[config.mk]
export PLATFORM = sky130hd
export DESIGN_NAME = mem_arbiter
export DESIGN_NICKNAME = d
export VERILOG_FILES = /design/src/rtl/mem_arb_pkg.sv /design/src/rtl/mem_arb_prio.sv /design/src/rtl/mem_arbiter.sv
export SDC_FILE = /design/constraint.sdc
export NUM_CORES = 1
export LEC_CHECK = 0
export CAP_MARGIN = 20
export CORE_UTILIZATION = 37
export DETAILED_ROUTE_END_ITERATION = 7
export GPL_TIMING_DRIVEN = 0
export PLACE_DENSITY_LB_ADDON = 0.05
export REMOVE_ABC_BUFFERS = 1
export SLEW_MARGIN = 40
export SYNTH_ARGS = -nofsm -noshare
export SYNTH_HDL_FRONTEND = slang
export SYNTH_HIERARCHICAL = 1
export SYNTH_SLANG_ARGS = --single-unit
[constraint.sdc]
create_clock -name clk -period 2.4 [get_ports clk]
set_input_delay 0.48 -clock clk [delete_from_list [all_inputs] [get_ports clk]]
set_output_delay 0.48 -clock clk [all_outputs]
set_load 0.005 [all_outputs]
[src/rtl/mem_arb_pkg.sv]
// Shared types and defaults for the fetch/data memory arbiter.
package mem_arb_pkg;

  typedef enum logic [1:0] {
    IDLE  = 2'd0,
    ISSUE = 2'd1,
    WAIT  = 2'd2
  } state_e;

  typedef enum logic {
    SRC_IF = 1'b0,
    SRC_D  = 1'b1
  } src_e;

  localparam int MEM_LAT_DEFAULT    = 2;
  localparam int STARVE_MAX_DEFAULT = 3;

  // Wide enough for the 1..15 legal range of both counters
  localparam int CNT_W = 4;

endpackage

[src/rtl/mem_arb_prio.sv]
// Winner selection between fetch and data, with a starvation counter that
// forces a fetch win after STARVE_MAX consecutive data wins over it.
module mem_arb_prio
  import mem_arb_pkg::*;
#(
  parameter int STARVE_MAX = STARVE_MAX_DEFAULT
) (
  input  logic clk,
  input  logic reset,
  input  logic decide_i,
  input  logic if_req_i,
  input  logic d_req_i,
  output logic winValid_o,
  output src_e winSrc_o
);

  logic [CNT_W-1:0] starveCnt_q;
  logic [CNT_W-1:0] starveCnt_d;
  logic             forceFetch;

  // Pick the winner: data by default, fetch when alone or when starved too long
  always_comb begin
    forceFetch  = if_req_i && (starveCnt_q == CNT_W'(STARVE_MAX));
    winValid_o  = if_req_i || d_req_i;
    winSrc_o    = SRC_IF;
    if (d_req_i && !forceFetch) begin
      winSrc_o = SRC_D;
    end
  end

  // Next starvation count: only moves on an actual IDLE decision
  always_comb begin
    starveCnt_d = starveCnt_q;
    if (decide_i && winValid_o) begin
      if (winSrc_o == SRC_IF) begin
        starveCnt_d = '0;
      end else if (if_req_i && (starveCnt_q != CNT_W'(STARVE_MAX))) begin
        starveCnt_d = starveCnt_q + CNT_W'(1);
      end
    end
  end

  // Starvation counter register
  always_ff @(posedge clk) begin
    if (reset) begin
      starveCnt_q <= '0;
    end else begin
      starveCnt_q <= starveCnt_d;
    end
  end

endmodule

[src/rtl/mem_arbiter.sv]
// Two-requester (fetch, data) arbiter in front of a single-port memory with
// fixed read latency. One transaction at a time: IDLE -> ISSUE -> WAIT x MEM_LAT.
module mem_arbiter
  import mem_arb_pkg::*;
#(
  parameter int ADDR_W     = 32,
  parameter int DATA_W     = 32,
  parameter int MEM_LAT    = MEM_LAT_DEFAULT,
  parameter int STARVE_MAX = STARVE_MAX_DEFAULT
) (
  input  logic              clk,
  input  logic              reset,
  input  logic              if_req,
  input  logic [ADDR_W-1:0] if_addr,
  output logic              if_gnt,
  output logic              if_rvalid,
  output logic [DATA_W-1:0] if_rdata,
  input  logic              d_req,
  input  logic              d_we,
  input  logic [ADDR_W-1:0] d_addr,
  input  logic [DATA_W-1:0] d_wdata,
  output logic              d_gnt,
  output logic              d_rvalid,
  output logic [DATA_W-1:0] d_rdata,
  output logic              mem_en,
  output logic              mem_we,
  output logic [ADDR_W-1:0] mem_addr,
  output logic [DATA_W-1:0] mem_wdata,
  input  logic [DATA_W-1:0] mem_rdata,
  output logic              busy
);

  state_e           state_q;
  src_e             winSrc_q;
  logic             we_q;
  logic [ADDR_W-1:0] addr_q;
  logic [DATA_W-1:0] wdata_q;
  logic [CNT_W-1:0] latCnt_q;

  logic winValid;
  src_e winSrc;
  logic decide;
  logic active;
  logic issue;
  logic lastWait;

  assign decide = (state_q == IDLE) && !reset;

  mem_arb_prio #(
    .STARVE_MAX(STARVE_MAX)
  ) u_prio (
    .clk       (clk),
    .reset     (reset),
    .decide_i  (decide),
    .if_req_i  (if_req),
    .d_req_i   (d_req),
    .winValid_o(winValid),
    .winSrc_o  (winSrc)
  );

  // Transaction FSM: latch the winner in IDLE, strobe memory in ISSUE, then count out the latency
  always_ff @(posedge clk) begin
    if (reset) begin
      state_q  <= IDLE;
      winSrc_q <= SRC_IF;
      we_q     <= 1'b0;
      addr_q   <= '0;
      wdata_q  <= '0;
      latCnt_q <= '0;
    end else begin
      case (state_q)
        IDLE: begin
          if (winValid) begin
            state_q  <= ISSUE;
            winSrc_q <= winSrc;
            if (winSrc == SRC_D) begin
              we_q    <= d_we;
              addr_q  <= d_addr;
              wdata_q <= d_wdata;
            end else begin
              we_q    <= 1'b0;
              addr_q  <= if_addr;
              wdata_q <= '0;
            end
          end
        end
        ISSUE: begin
          state_q  <= WAIT;
          latCnt_q <= '0;
        end
        WAIT: begin
          if (latCnt_q == CNT_W'(MEM_LAT - 1)) begin
            state_q  <= IDLE;
            latCnt_q <= '0;
          end else begin
            latCnt_q <= latCnt_q + CNT_W'(1);
          end
        end
        default: state_q <= IDLE;
      endcase
    end
  end

  // Output decode from the state registers; everything is forced low while reset is held
  always_comb begin
    active    = !reset;
    issue     = active && (state_q == ISSUE);
    lastWait  = active && (state_q == WAIT) && (latCnt_q == CNT_W'(MEM_LAT - 1));

    if_gnt    = issue && (winSrc_q == SRC_IF);
    d_gnt     = issue && (winSrc_q == SRC_D);
    mem_en    = issue;
    mem_we    = issue && we_q;
    mem_addr  = issue ? addr_q : '0;
    mem_wdata = issue ? wdata_q : '0;

    if_rvalid = lastWait && (winSrc_q == SRC_IF);
    d_rvalid  = lastWait && (winSrc_q == SRC_D);
    if_rdata  = if_rvalid ? mem_rdata : '0;
    d_rdata   = (d_rvalid && !we_q) ? mem_rdata : '0;

    busy      = active && (state_q != IDLE);
  end

endmodule

==> results.cfg <==
[status]
outcome = finished with violations
violations = negative setup slack

[floorplanning]
row_count = 38
die_h_um = 108.5
initial_core_util_pct = 38.41
core_sq_um = 10940
dieArea_sq_um = 11780
ioPinCount = 268
die_w_um = 108.5

[logic_synthesis]
synthXorXnorAreaFrac_pct = 0
syn-cell-area_sq_um = 4200
synth-simple-area-share_pct = 35.87
synth_seq_cells = 76
synth_compound_area_share_pct = 11.83
yosys_warnings = 6
syn_area_per_cell_sq_um = 8.172
yosysSeqAreaShare_pct = 36.22
synth_cell_type_count = 41
netlist_top_cells_area = dfxtp_1, and2_1, mux2i_1, a211oi_1, a21oi_1
yosysTopAreaCellShare_pct = 36.22
yosysTopAreaCell = dfxtp_1
synth_top_family_by_area = simple AND/OR/NAND/NOR gates
syn_inst = 514
synthMuxAreaShare_pct = 8.102
synth_fa_ha_area_share_pct = 2.383

[global_routing]
grt-ovfl-total = 0
grt_start_max_net_pins = 81
grt_pass1_vias = 4473
grt_pass1_wl_um = 22090
antenna_found_initial = 1
track_usage_pct = 23.87

[routing]
drt_iter0_markers = 161
wl_per_cell_um = 15.37
viasPerCell = 4.906
postRouteWirelength_um = 14610
vias = 4661
drc_errors = 0
dr.pass1.iters = 4
postRouteAntennaNets = 0

[timing]
fin_skew_ns = 0.008239
fin_crit_ns = 2.466
fmax_ghz = 0.4056
hold_viol = 0
worstMarginPinSlew_ns = 0.6795
fin_crit_sh_pct = 102.7
slew_headroom_pct = 54.54
drv_slew = 0
setup_ws_ns = -0.06563
finalSetupViolCount = 23
rsz0062_at_grt = true

[cts]
cts_buffer_depth = 2
clock_tree.root_cell = clkbuf_16
insertion_delay_ns = 0.33
path_clk_slew_ns = 0.06
cts_buffers = 9
cts_tree = done
cts_sinks = 76
htreeDepth = 3

[worst_setup_path]
crit_start = state_q[0]
r2r-end = addr_q[30]
start_kind = flip-flop
worstPathArrival_ns = 1.99
worstReg2RegStart = state_q[0]
reg2reg_slack_ns = 0.33
required_ns = 1.92
path_class = flip-flop to output pin
cp_max_fo = 6
end_kind = output pin
r2r_cells = 8
crit_path_end = d_rdata[3]

[place]
gp_congestion = 0.7747
post-dp-hpwl_um = 9963
numPortBuffers = 267
dp_slack_ns = -0.8641

[pwr]
peakVddDrop_mv = 0.4691
power_leakage_nw = 3.713
p_per_area_nw_per_um2 = 634.0

[final_layout]
syn2layout_area_growth_pct = 80.58
fillers = 900
fin_nets = 946
drive_above_1_share_pct = 20.77
fin_util_pct = 69.36

[min_path]
hp-class = flip-flop to flip-flop

[job]
cap_violations = 0
what timing repair did:
item / in CTS / in global routing
hold buffers: 0 / 0
endpoints found under the setup margin: 134 / 93
gates cloned: 8 / 1
gates resized for setup: 294 / 100
pin swaps: 11 / 2
setup buffers: 29 / 10
state kept, by name, indices dropped and copies added, names as in the netlist:
register	cells
addr_q	32
wdata_q	32
latCnt_q	4
u_prio/starveCnt_q	4
state_q	2
we_q	1
winSrc_q	1
cell families after synthesis:
kind of cell | Yosys count
and+or+nand+nor | 269
AOI/OAI and AO/OA | 79
DFF | 76
buffers and inverters | 48
muxes | 34
adders and majority gates | 8
cell type report:
cell class              instances  area, sq um  area share (%)
diodes                          1        2.502         0.03299
clock buffers                  11        242.7           3.200
clock inverters                 4        26.28          0.3464
inverters                       5        18.77          0.2474
multi-input cells             391         2531           33.37
flip-flops and latches         76         1529           20.16
well taps                     140        175.2           2.309
repair buffers                322         3059           40.33
where the power goes:
group	switching, W	leakage, nW	internal, W
registers	0.000137	0.627	0.00154
clock network	0.000512	0.131	0.000721
logic	0.000949	2.95	0.000945
synthesized netlist by cell type, drive strengths merged:
master / n
nor3: 2
clkbuf: 18
nor2b: 5
nor4: 2
a221o: 1
a41oi: 1
o21ai: 3
or3: 1
or3b: 2
nand2b: 1
buf: 25
and2: 132
nand4b: 1
a211oi: 32
a21oi: 39
o31ai: 1
nand3: 35
mux2i: 34
nand2: 46
a21boi: 1
and3: 1
and4b: 1
dfxtp: 76
nand4bb: 1
o2bb2ai: 1
nand4: 1
or2: 1
nor3b: 2
ha: 8
nor2: 34
inv: 5
or2b: 1
how the worst min path moves through the flow:
stage / from / to / slack [ns] / cells past startpoint
after detailed placement: wdata_q[9] / wdata_q[9] / 0.44 / 2
after floorplan: wdata_q[0] / wdata_q[0] / 0.42 / 2
after CTS: wdata_q[20] / wdata_q[20] / 0.45 / 2
after global routing: wdata_q[24] / wdata_q[24] / 0.46 / 2
after global placement: wdata_q[26] / wdata_q[26] / 0.43 / 2
final: wdata_q[20] / wdata_q[20] / 0.44 / 2
worst max-delay path, cell delays in order, from the launching register on:
cell       delay, ns
dfxtp_2         0.32
inv_2           0.07
ha_4            0.15
nand4bb_4       0.13
buf_4           0.16
nor4_4          0.14
buf_6           0.16
buf_6           0.11
buf_6           0.09
buf_4           0.10
and2_1          0.12
buf_2           0.11
per-stage QoR:
stage | area [sq um] | instances | hold WS, ns | TNS (ns) | total power (W)
finish | 7585 | 950 | 0.4430 | -1.143 | 0.004809
global placement | 6832 | 878 | 0.4334 | -758.40 | 0.003250
floorplan | 3984 | 471 | 0.4212 | -148.30 | 0.002578
global route | 7585 | 950 | 0.4630 | -4.416 | 0.005111
detailed placement | 6995 | 888 | 0.4392 | -70.69 | 0.003373
CTS | 7570 | 939 | 0.4464 | -4.095 | 0.004800
per-layer routing:
metal,vias to the layer above,track usage [%],part of all wire [%]
li1,2318,-,-
met1,2164,26.13,39
met2,164,43.40,52
met3,15,6.751,8.1
met4,0,8.880,1.4
met5,-,0,0
placed cells by master, fill, tap and decap left out, types with 2 or more instances in the layout:
cell type,synthesis,layout
clkdlybuf4s50_1,0,131
dfxtp_1,76,72
a21oi_1,38,38
clkbuf_2,2,32
and2_4,0,6
dlymetal6s2s_1,0,20
bufbuf_16,0,2
nor2_1,34,34
nand3_1,35,35
clkinv_2,0,2
o21ai_0,3,3
dfxtp_2,0,3
ha_4,0,3
buf_12,0,6
mux2i_1,34,34
buf_6,3,24
nand2_1,46,45
clkdlybuf4s15_1,0,24
inv_2,0,3
ha_1,8,5
buf_4,2,19
and2_1,132,126
nor2b_1,4,4
nor3_4,1,2
a211oi_1,32,32
buf_2,18,38
inv_1,5,2
or3b_1,2,2
clkbuf_16,0,9
buf_16,0,3
buf_8,0,4
dlygate4sd2_1,0,19
Power figures use the tool's default switching activity.
